[src/rtl/uart_rx_core_if.sv]
// uart_rx_core_if: word-side bundle of uart_rx_core (received word, status flags and
// the valid/ready handshake). The receiver drives it through the master modport and the
// consuming logic (FIFO, command parser) attaches through the slave modport.
`timescale 1ns/1ps
interface uart_rx_core_if #(
  parameter int DATA_BITS = 8
);
  logic [DATA_BITS-1:0] data;
  logic                 valid;
  logic                 ready;
  logic                 frame_err;
  logic                 parity_err;
  logic                 overrun;
  logic                 busy;

  modport master (
    output data, valid, frame_err, parity_err, overrun, busy,
    input  ready
  );

  modport slave (
    input  data, valid, frame_err, parity_err, overrun, busy,
    output ready
  );
endinterface

[src/rtl/uart_rx_core.sv]
// uart_rx_core: parametrised UART receiver (5..9 data bits, none/odd/even parity, 1 or 2
// stop bits) with false-start rejection, valid/ready output and per-word framing, parity
// and overrun status.
// Optional feature macro: UART_RX_MAJORITY_EN -- when defined, every sample point is the
// 2-of-3 vote of rx_s around the nominal point; frame timing is unchanged.
`timescale 1ns/1ps
module uart_rx_core #(
  parameter int CLK_FREQ  = 50000000,
  parameter int BAUD      = 115200,
  parameter int DATA_BITS = 8,
  parameter int PARITY    = 0,
  parameter int STOP_BITS = 1
) (
  input  logic              clk,
  input  logic              rst,
  input  logic              rx_i,
  uart_rx_core_if.master    word_if
);

  localparam int CLKS_PER_BIT = CLK_FREQ / BAUD;
  localparam int HALF_BIT     = CLKS_PER_BIT / 2;
  localparam int CNT_W        = $clog2(CLKS_PER_BIT + 1);

  localparam logic [CNT_W-1:0] CNT_ZERO  = {CNT_W{1'b0}};
  localparam logic [CNT_W-1:0] CNT_ONE   = {{(CNT_W-1){1'b0}}, 1'b1};
  localparam logic [CNT_W-1:0] FULL_LIM  = CNT_W'(CLKS_PER_BIT - 1);
  localparam logic [CNT_W-1:0] HALF_LIM  = CNT_W'(HALF_BIT - 1);
  localparam logic [3:0]       LAST_DATA = 4'(DATA_BITS - 1);
  localparam logic [3:0]       LAST_STOP = 4'(STOP_BITS - 1);
  localparam logic [1:0]       PAR_MODE  = 2'(PARITY);
  localparam logic             PAR_EN    = (PAR_MODE != 2'd0);

  typedef enum logic [2:0] {
    S_IDLE  = 3'd0,
    S_START = 3'd1,
    S_DATA  = 3'd2,
    S_PAR   = 3'd3,
    S_STOP  = 3'd4
  } state_t;

  // Expected parity bit: even mode sends the XOR of the data, odd mode its inverse.
  function automatic logic parity_of(input logic [DATA_BITS-1:0] word, input logic [1:0] mode);
    logic x;
    x = ^word;
    if (mode == 2'd1) begin
      return ~x;
    end else begin
      return x;
    end
  endfunction

`ifdef UART_RX_MAJORITY_EN
  // 2-of-3 majority vote.
  function automatic logic maj3(input logic a, input logic b, input logic c);
    return (a & b) | (a & c) | (b & c);
  endfunction
`endif

  // Synchroniser and line sampling
  logic rx_meta_q;
  logic rx_s_q;

  // FSM and datapath state
  state_t               state_q, state_d;
  logic [CNT_W-1:0]     cnt_q, cnt_d;
  logic [3:0]           bit_q, bit_d;
  logic [DATA_BITS-1:0] shift_q, shift_d;
  logic                 ferr_q, ferr_d;
  logic                 perr_q, perr_d;

  // Output registers
  logic [DATA_BITS-1:0] data_q, data_d;
  logic                 valid_q, valid_d;
  logic                 fe_q, fe_d;
  logic                 pe_q, pe_d;
  logic                 ovr_q, ovr_d;
  logic                 busy_q, busy_d;

  logic [CNT_W-1:0]     limit_s;
  logic                 at_lim_s;
  logic                 sample_now_s;
  logic                 sample_bit_s;
  logic                 commit_s;
  logic                 hs_s;

  // Two-flop synchroniser for the asynchronous rx line; idles high out of reset.
  always_ff @(posedge clk or posedge rst) begin
    if (rst) begin
      rx_meta_q <= 1'b1;
      rx_s_q    <= 1'b1;
    end else begin
      rx_meta_q <= rx_i;
      rx_s_q    <= rx_meta_q;
    end
  end

  // Baud counter limit: half a bit while centring on the start bit, a full bit otherwise.
  always_comb begin
    limit_s = FULL_LIM;
    case (state_q)
      S_START: limit_s = HALF_LIM;
      default: limit_s = FULL_LIM;
    endcase
    at_lim_s = (cnt_q == limit_s);
  end

`ifdef UART_RX_MAJORITY_EN
  logic vote_a_q;
  logic vote_b_q;
  logic pend_q;

  // Collect votes at limit-1 and limit; the decision (with the third vote) lands one cycle later.
  always_ff @(posedge clk or posedge rst) begin
    if (rst) begin
      vote_a_q <= 1'b1;
      vote_b_q <= 1'b1;
      pend_q   <= 1'b0;
    end else begin
      if (cnt_q == (limit_s - CNT_ONE)) begin
        vote_a_q <= rx_s_q;
      end
      if (at_lim_s) begin
        vote_b_q <= rx_s_q;
      end
      pend_q <= at_lim_s && (state_q != S_IDLE);
    end
  end

  // Decision point is the cycle after the nominal sample point.
  always_comb begin
    sample_now_s = pend_q;
    sample_bit_s = maj3(vote_a_q, vote_b_q, rx_s_q);
  end
`else
  // Single sample of the synchronised line at the counter limit.
  always_comb begin
    sample_now_s = at_lim_s;
    sample_bit_s = rx_s_q;
  end
`endif

  // Receive FSM next state, baud/bit counters, shift register and internal error flags.
  always_comb begin
    state_d  = state_q;
    bit_d    = bit_q;
    shift_d  = shift_q;
    ferr_d   = ferr_q;
    perr_d   = perr_q;
    commit_s = 1'b0;
    if (at_lim_s) begin
      cnt_d = CNT_ZERO;
    end else begin
      cnt_d = cnt_q + CNT_ONE;
    end

    case (state_q)
      S_IDLE: begin
        cnt_d = CNT_ZERO;
        bit_d = 4'd0;
        if (!rx_s_q) begin
          state_d = S_START;
          ferr_d  = 1'b0;
          perr_d  = 1'b0;
        end else begin
          state_d = S_IDLE;
        end
      end
      S_START: begin
        if (sample_now_s) begin
          bit_d = 4'd0;
          if (sample_bit_s) begin
            // Line back high at mid start bit: glitch, not a frame.
            state_d = S_IDLE;
            cnt_d   = CNT_ZERO;
          end else begin
            state_d = S_DATA;
          end
        end else begin
          state_d = S_START;
        end
      end
      S_DATA: begin
        if (sample_now_s) begin
          shift_d = {sample_bit_s, shift_q[DATA_BITS-1:1]};
          if (bit_q == LAST_DATA) begin
            bit_d   = 4'd0;
            state_d = PAR_EN ? S_PAR : S_STOP;
          end else begin
            bit_d = bit_q + 4'd1;
          end
        end else begin
          state_d = S_DATA;
        end
      end
      S_PAR: begin
        if (sample_now_s) begin
          perr_d  = sample_bit_s ^ parity_of(shift_q, PAR_MODE);
          state_d = S_STOP;
        end else begin
          state_d = S_PAR;
        end
      end
      S_STOP: begin
        if (sample_now_s) begin
          ferr_d = ferr_q | ~sample_bit_s;
          if (bit_q == LAST_STOP) begin
            // Commit now so a start edge in the rest of the stop bit is caught.
            commit_s = 1'b1;
            state_d  = S_IDLE;
            bit_d    = 4'd0;
            cnt_d    = CNT_ZERO;
          end else begin
            bit_d = bit_q + 4'd1;
          end
        end else begin
          state_d = S_STOP;
        end
      end
      default: begin
        state_d = S_IDLE;
        cnt_d   = CNT_ZERO;
        bit_d   = 4'd0;
      end
    endcase
  end

  // Output word, status and handshake; a commit always wins over a same-cycle handshake.
  always_comb begin
    hs_s    = valid_q & word_if.ready;
    data_d  = data_q;
    valid_d = valid_q;
    fe_d    = fe_q;
    pe_d    = pe_q;
    ovr_d   = ovr_q;
    busy_d  = (state_d != S_IDLE);
    if (commit_s) begin
      data_d  = shift_q;
      fe_d    = ferr_d;
      pe_d    = perr_q;
      valid_d = 1'b1;
      if (valid_q && !word_if.ready) begin
        ovr_d = 1'b1;
      end else begin
        ovr_d = ovr_q;
      end
    end else if (hs_s) begin
      valid_d = 1'b0;
      ovr_d   = 1'b0;
    end else begin
      valid_d = valid_q;
      ovr_d   = ovr_q;
    end
  end

  // FSM and datapath state registers.
  always_ff @(posedge clk or posedge rst) begin
    if (rst) begin
      state_q <= S_IDLE;
      cnt_q   <= CNT_ZERO;
      bit_q   <= 4'd0;
      shift_q <= {DATA_BITS{1'b0}};
      ferr_q  <= 1'b0;
      perr_q  <= 1'b0;
    end else begin
      state_q <= state_d;
      cnt_q   <= cnt_d;
      bit_q   <= bit_d;
      shift_q <= shift_d;
      ferr_q  <= ferr_d;
      perr_q  <= perr_d;
    end
  end

  // Registered outputs.
  always_ff @(posedge clk or posedge rst) begin
    if (rst) begin
      data_q  <= {DATA_BITS{1'b0}};
      valid_q <= 1'b0;
      fe_q    <= 1'b0;
      pe_q    <= 1'b0;
      ovr_q   <= 1'b0;
      busy_q  <= 1'b0;
    end else begin
      data_q  <= data_d;
      valid_q <= valid_d;
      fe_q    <= fe_d;
      pe_q    <= pe_d;
      ovr_q   <= ovr_d;
      busy_q  <= busy_d;
    end
  end

  assign word_if.data       = data_q;
  assign word_if.valid      = valid_q;
  assign word_if.frame_err  = fe_q;
  assign word_if.parity_err = pe_q;
  assign word_if.overrun    = ovr_q;
  assign word_if.busy       = busy_q;

endmodule

[src/flat_wrapper.sv]
// flat-port wrapper written by rule: the top's interface ports become plain ports
module uart_rx_core_flat 
#(
  parameter int CLK_FREQ  = 50000000,
  parameter int BAUD      = 115200,
  parameter int DATA_BITS = 8,
  parameter int PARITY    = 0,
  parameter int STOP_BITS = 1
)
  (clk, rst, rx_i, word_if_data, word_if_valid, word_if_frame_err, word_if_parity_err, word_if_overrun, word_if_busy, word_if_ready);
  uart_rx_core_if #(.DATA_BITS(DATA_BITS)) word_if_i ();
  input  logic clk;
  input  logic rst;
  input  logic rx_i;
  output wire logic [$bits(word_if_i.data)-1:0] word_if_data;
  output wire logic [$bits(word_if_i.valid)-1:0] word_if_valid;
  output wire logic [$bits(word_if_i.frame_err)-1:0] word_if_frame_err;
  output wire logic [$bits(word_if_i.parity_err)-1:0] word_if_parity_err;
  output wire logic [$bits(word_if_i.overrun)-1:0] word_if_overrun;
  output wire logic [$bits(word_if_i.busy)-1:0] word_if_busy;
  input wire logic [$bits(word_if_i.ready)-1:0] word_if_ready;
  assign word_if_data = word_if_i.data;
  assign word_if_valid = word_if_i.valid;
  assign word_if_frame_err = word_if_i.frame_err;
  assign word_if_parity_err = word_if_i.parity_err;
  assign word_if_overrun = word_if_i.overrun;
  assign word_if_busy = word_if_i.busy;
  assign word_if_i.ready = word_if_ready;
  uart_rx_core #(.CLK_FREQ(CLK_FREQ), .BAUD(BAUD), .DATA_BITS(DATA_BITS), .PARITY(PARITY), .STOP_BITS(STOP_BITS)) u_core (.clk(clk), .rst(rst), .rx_i(rx_i), .word_if(word_if_i));
endmodule
[config.mk]
export PLATFORM = sky130hd
export DESIGN_NAME = uart_rx_core_flat
export DESIGN_NICKNAME = d
export VERILOG_FILES = /design/src/rtl/uart_rx_core_if.sv /design/src/rtl/uart_rx_core.sv /design/src/flat_wrapper.sv
export SDC_FILE = /design/constraint.sdc
export NUM_CORES = 1
export LEC_CHECK = 0
export ABC_AREA = 0
export BUFFER_PORTS_ARGS = -buffer_cell sky130_fd_sc_hd__buf_2
export CAP_MARGIN = 20
export CORE_MARGIN = 3
export CORE_UTILIZATION = 57
export CTS_BUF_LIST = sky130_fd_sc_hd__clkbuf_4 sky130_fd_sc_hd__clkbuf_8 sky130_fd_sc_hd__clkbuf_16
export DETAILED_ROUTE_END_ITERATION = 8
export PLACE_DENSITY_LB_ADDON = 0.15
export RECOVER_POWER = 100
export SKIP_CTS_REPAIR_TIMING = 1
export SLEW_MARGIN = 20
export SYNTH_ARGS = -nofsm -noshare
export SYNTH_HDL_FRONTEND = slang
export SYNTH_SLANG_ARGS = --single-unit
[constraint.sdc]
create_clock -name clk -period 4.25 [get_ports clk]
set_input_delay 0 -clock clk [delete_from_list [all_inputs] [get_ports clk]]
set_output_delay 0 -clock clk [all_outputs]
set_load 0.05 [all_outputs]
==> results.md <==
- Clk pwr share: around two fifths
- Status: finished with violations
- Final net count: 211
- PD cells: a little over 300 nW/um2
- Syn Std Cell Area: between 2000 and 2500 um2
- Hold crit path type: input port to flop
- Sw frac: 19.8%
- Diode count: 0
- Layout area overhead: 9.32%
- CP Max Fanout: 13
- RSZ-0062 raised after global routing: false
- Netlist cell types: 41
- Logic pwr share: ~2%
- Lkg Pwr: approximately 1 nW
- Yosys warnings: 0
- Clock transition at path regs: between 0.1 and 0.15 ns
- Largest net degree at the start of global routing: 42
- Antenna violations before repair: 0
- Cells after Synth: roughly 180
- Clk buf depth: 2
- # H-tree levels: 2
- Tmin final: between 2 and 3 ns
- CTS tree: yes
- Clock Skew: between 0.003 and 0.004 ns
- Switching Power: about 0.13 mW
- Die X: 65.7 um
- Die Height: about 66 um
- Peak Freq: ~370 MHz
- Setup violations, final: 0
- Wire per inst: about 16 um
- Multi-input gate area: about 900 um2
- Average size of a mapped cell: around 11 um2
- R2r setup slk: 1.54 ns
- Clock Latency Late Sink: roughly 0.35 ns
- CP required: around 4.5 ns
- Register area share after synthesis: about 50%
- I/O pins: 17
- Layout cells sized above 1: a little over an eighth
- Vias in the first global route: roughly 1500
- Register share of total power: 58.0%
- Pins Over Slew Limit: 42
- Hold Fails Final Rpt: 0
- Port Buffer Count: 16
- Tcrit/Tclk final: a little under two thirds
- Yosys reg bits: 41
- Final Power: 0.677 mW
- DRT Wirelength: 3.92 mm
- Vias/cell: 5.85
- Final GP Congestion: roughly 0.87
- DIE AREA: between 4000 and 5000 um2
- Crit path launch type: flop
- Max VDD drop: 0.210 mV
- Fillcell total: about 280
- Detailed Place HPWL: ~2.7 mm
- Root buf cell: clkbuf_4
- DRT Pass-1 Iters: 4
- Clock sinks: slightly above 40
- Max-Slew Margin vs Limit: -40.3%
- Total gr overflow: 0
- Vias: 1469
- TNS Setup: 0 ns
- Data arrival, critical path: ~3 ns
- Failing checks: max-capacitance violations, max-slew violations
- Syn Nets: around 190
- Post-route ant nets: 0
- Initial Util: between 50% and 60%
- First-pass GRT wire length: 6.71 mm
- Global Route Usage Sum: 20.7%
- Drt drc: 0
- Slew @ Worst Pin: 2.10 ns
- Crit end category: flop
- Int Power: approximately 0.54 mW
- Max cap viols: 1
- Area of the core: 3390 um2
- Register Area: ~1000 um2
- CP Class: flop to flop
- DRT iter0 DRCs: 186
- CTS Buf Count: 5
- FP Rows: 21
## final timing paths
kind | startpoint | to | cells past startpoint
max | u_core.bit_q[0] | u_core.word_if.data[1] | 6
min | rx_i | u_core.rx_meta_q | 2
max reg2reg | u_core.bit_q[0] | u_core.word_if.data[1] | 6
min reg2reg | u_core.rx_meta_q | u_core.rx_s_q | 0
max in group asynchronous | rst | u_core.shift_q[2] | 4
min in group asynchronous | rst | u_core.word_if.data[7] | 4
## kinds of logic (layout without fill, tap and decap cells)
family,after synthesis,count (layout),share of synthesized area [%]
adder cells (fa/ha/maj),3,3,1.85
XOR/XNOR,15,15,6.48
buffers and inverters,17,40,3.52
AND/OR/NAND/NOR,56,56,15.2
AO/OA/AOI/OAI,30,30,10.3
multiplexers,20,20,12.0
flip-flops,41,41,50.7
## through the flow
| stage | hold slack [ns] | util (%) | area (um2) | worst slack, ns | instances |
|---|---|---|---|---|---|
| 3_3_place_gp | 0.106 | 63.3 | 2150 | 1.61 | 240 |
| 4_1_cts | -0.275 | 66.0 | 2240 | 1.54 | 248 |
| 6_report | 0.286 | 65.4 | 2220 | 1.54 | 251 |
| 3_5_place_dp | 0.113 | 63.3 | 2150 | 1.55 | 240 |
| 5_1_grt | 0.267 | 65.4 | 2220 | 1.45 | 251 |
| 2_1_floorplan | 0.00448 | - | 2030 | 1.94 | 182 |
## registers in the layout, indices dropped and copies added, names as in the netlist, 3 cells and up
register             flops
u_core.bit_q             4
u_core.word_if.data      8
u_core.shift_q           8
u_core.cnt_q             9
u_core.state_q           3
## power groups by stage
stage | Sequential (mW) | Combinational (mW) | Clock [mW]
final | 0.392 | 0.0137 | 0.271
after CTS | 0.392 | 0.0128 | 0.279
after global placement | 0.400 | 0.0121 | 0
after detailed placement | 0.400 | 0.0127 | 0
after global routing | 0.393 | 0.0158 | 0.298
after floorplan | 0.400 | 0.00793 | 0
## Yosys cell counts (all sizes together)
cell | number | share of area, %
a2111oi | 2 | 0.86
a211oi | 2 | 1.4
a21o | 1 | 0.37
a21oi | 4 | 0.99
a22o | 1 | 0.43
a31o | 1 | 0.43
a31oi | 3 | 0.93
and2 | 3 | 0.93
and3 | 2 | 0.62
and4bb | 1 | 0.62
buf | 1 | 0.56
clkbuf | 4 | 0.74
dfrtp | 39 | 48
dfstp | 2 | 2.6
ha | 3 | 1.9
inv | 12 | 2.2
mux2 | 16 | 10
mux2i | 4 | 2.0
nand2 | 10 | 1.9
nand3 | 9 | 2.2
nand3b | 4 | 1.5
nand4 | 2 | 0.62
nor2 | 16 | 3.0
nor2b | 1 | 0.31
nor3 | 2 | 0.49
nor3b | 1 | 0.37
nor4bb | 1 | 0.49
o211ai | 1 | 0.37
o21a | 1 | 0.37
o21ai | 10 | 2.7
o22ai | 1 | 0.31
o2bb2ai | 2 | 0.86
o31ai | 1 | 0.37
or3b | 1 | 0.56
or4 | 1 | 0.56
or4bb | 2 | 1.1
xnor2 | 9 | 3.9
xor2 | 6 | 2.6
## worst max-delay path, cell delays in order, from the launching register on
cell      delay, ns
dfrtp_1        0.41
inv_1          0.11
ha_1           0.14
or3b_1         0.41
or4_1          0.50
a211oi_4       0.62
mux2_1         0.40
## layout make-up
| cell class | instances | area share (%) |
|---|---|---|
| Clock buffer | 7 | 2.65 |
| Clock inverter | 1 | 1.35 |
| Inverter | 12 | 2.03 |
| Multi-Input combinational cell | 124 | 40.6 |
| Sequential cell | 41 | 46.4 |
| Tap cell | 46 | 2.60 |
| Timing Repair Buffer | 20 | 4.40 |
## metal layers
layer | global-route usage (%) | routed length, um | vias up
li1 | - | - | 682
met2 | 31.2 | 1840 | 55
met3 | 7.52 | 243 | 19
met4 | 9.33 | 126 | 0
met5 | 0 | 0 | -
met1 | 26.6 | 1710 | 713
## cell usage in the layout, fill, tap and decap left out, types with 4 or more instances in the layout
| cell | count |
|---|---|
| dfrtp_1 | 39 |
| nor2_1 | 16 |
| clkbuf_1 | 14 |
| inv_1 | 12 |
| nand2_1 | 10 |
| mux2_2 | 10 |
| o21ai_0 | 9 |
| nand3_1 | 9 |
| xnor2_1 | 9 |
| mux2_1 | 6 |
| xor2_1 | 6 |
| clkbuf_4 | 6 |
| nand3b_1 | 4 |
| a21oi_1 | 4 |
| mux2i_1 | 4 |
Power figures use the tool's default switching activity.
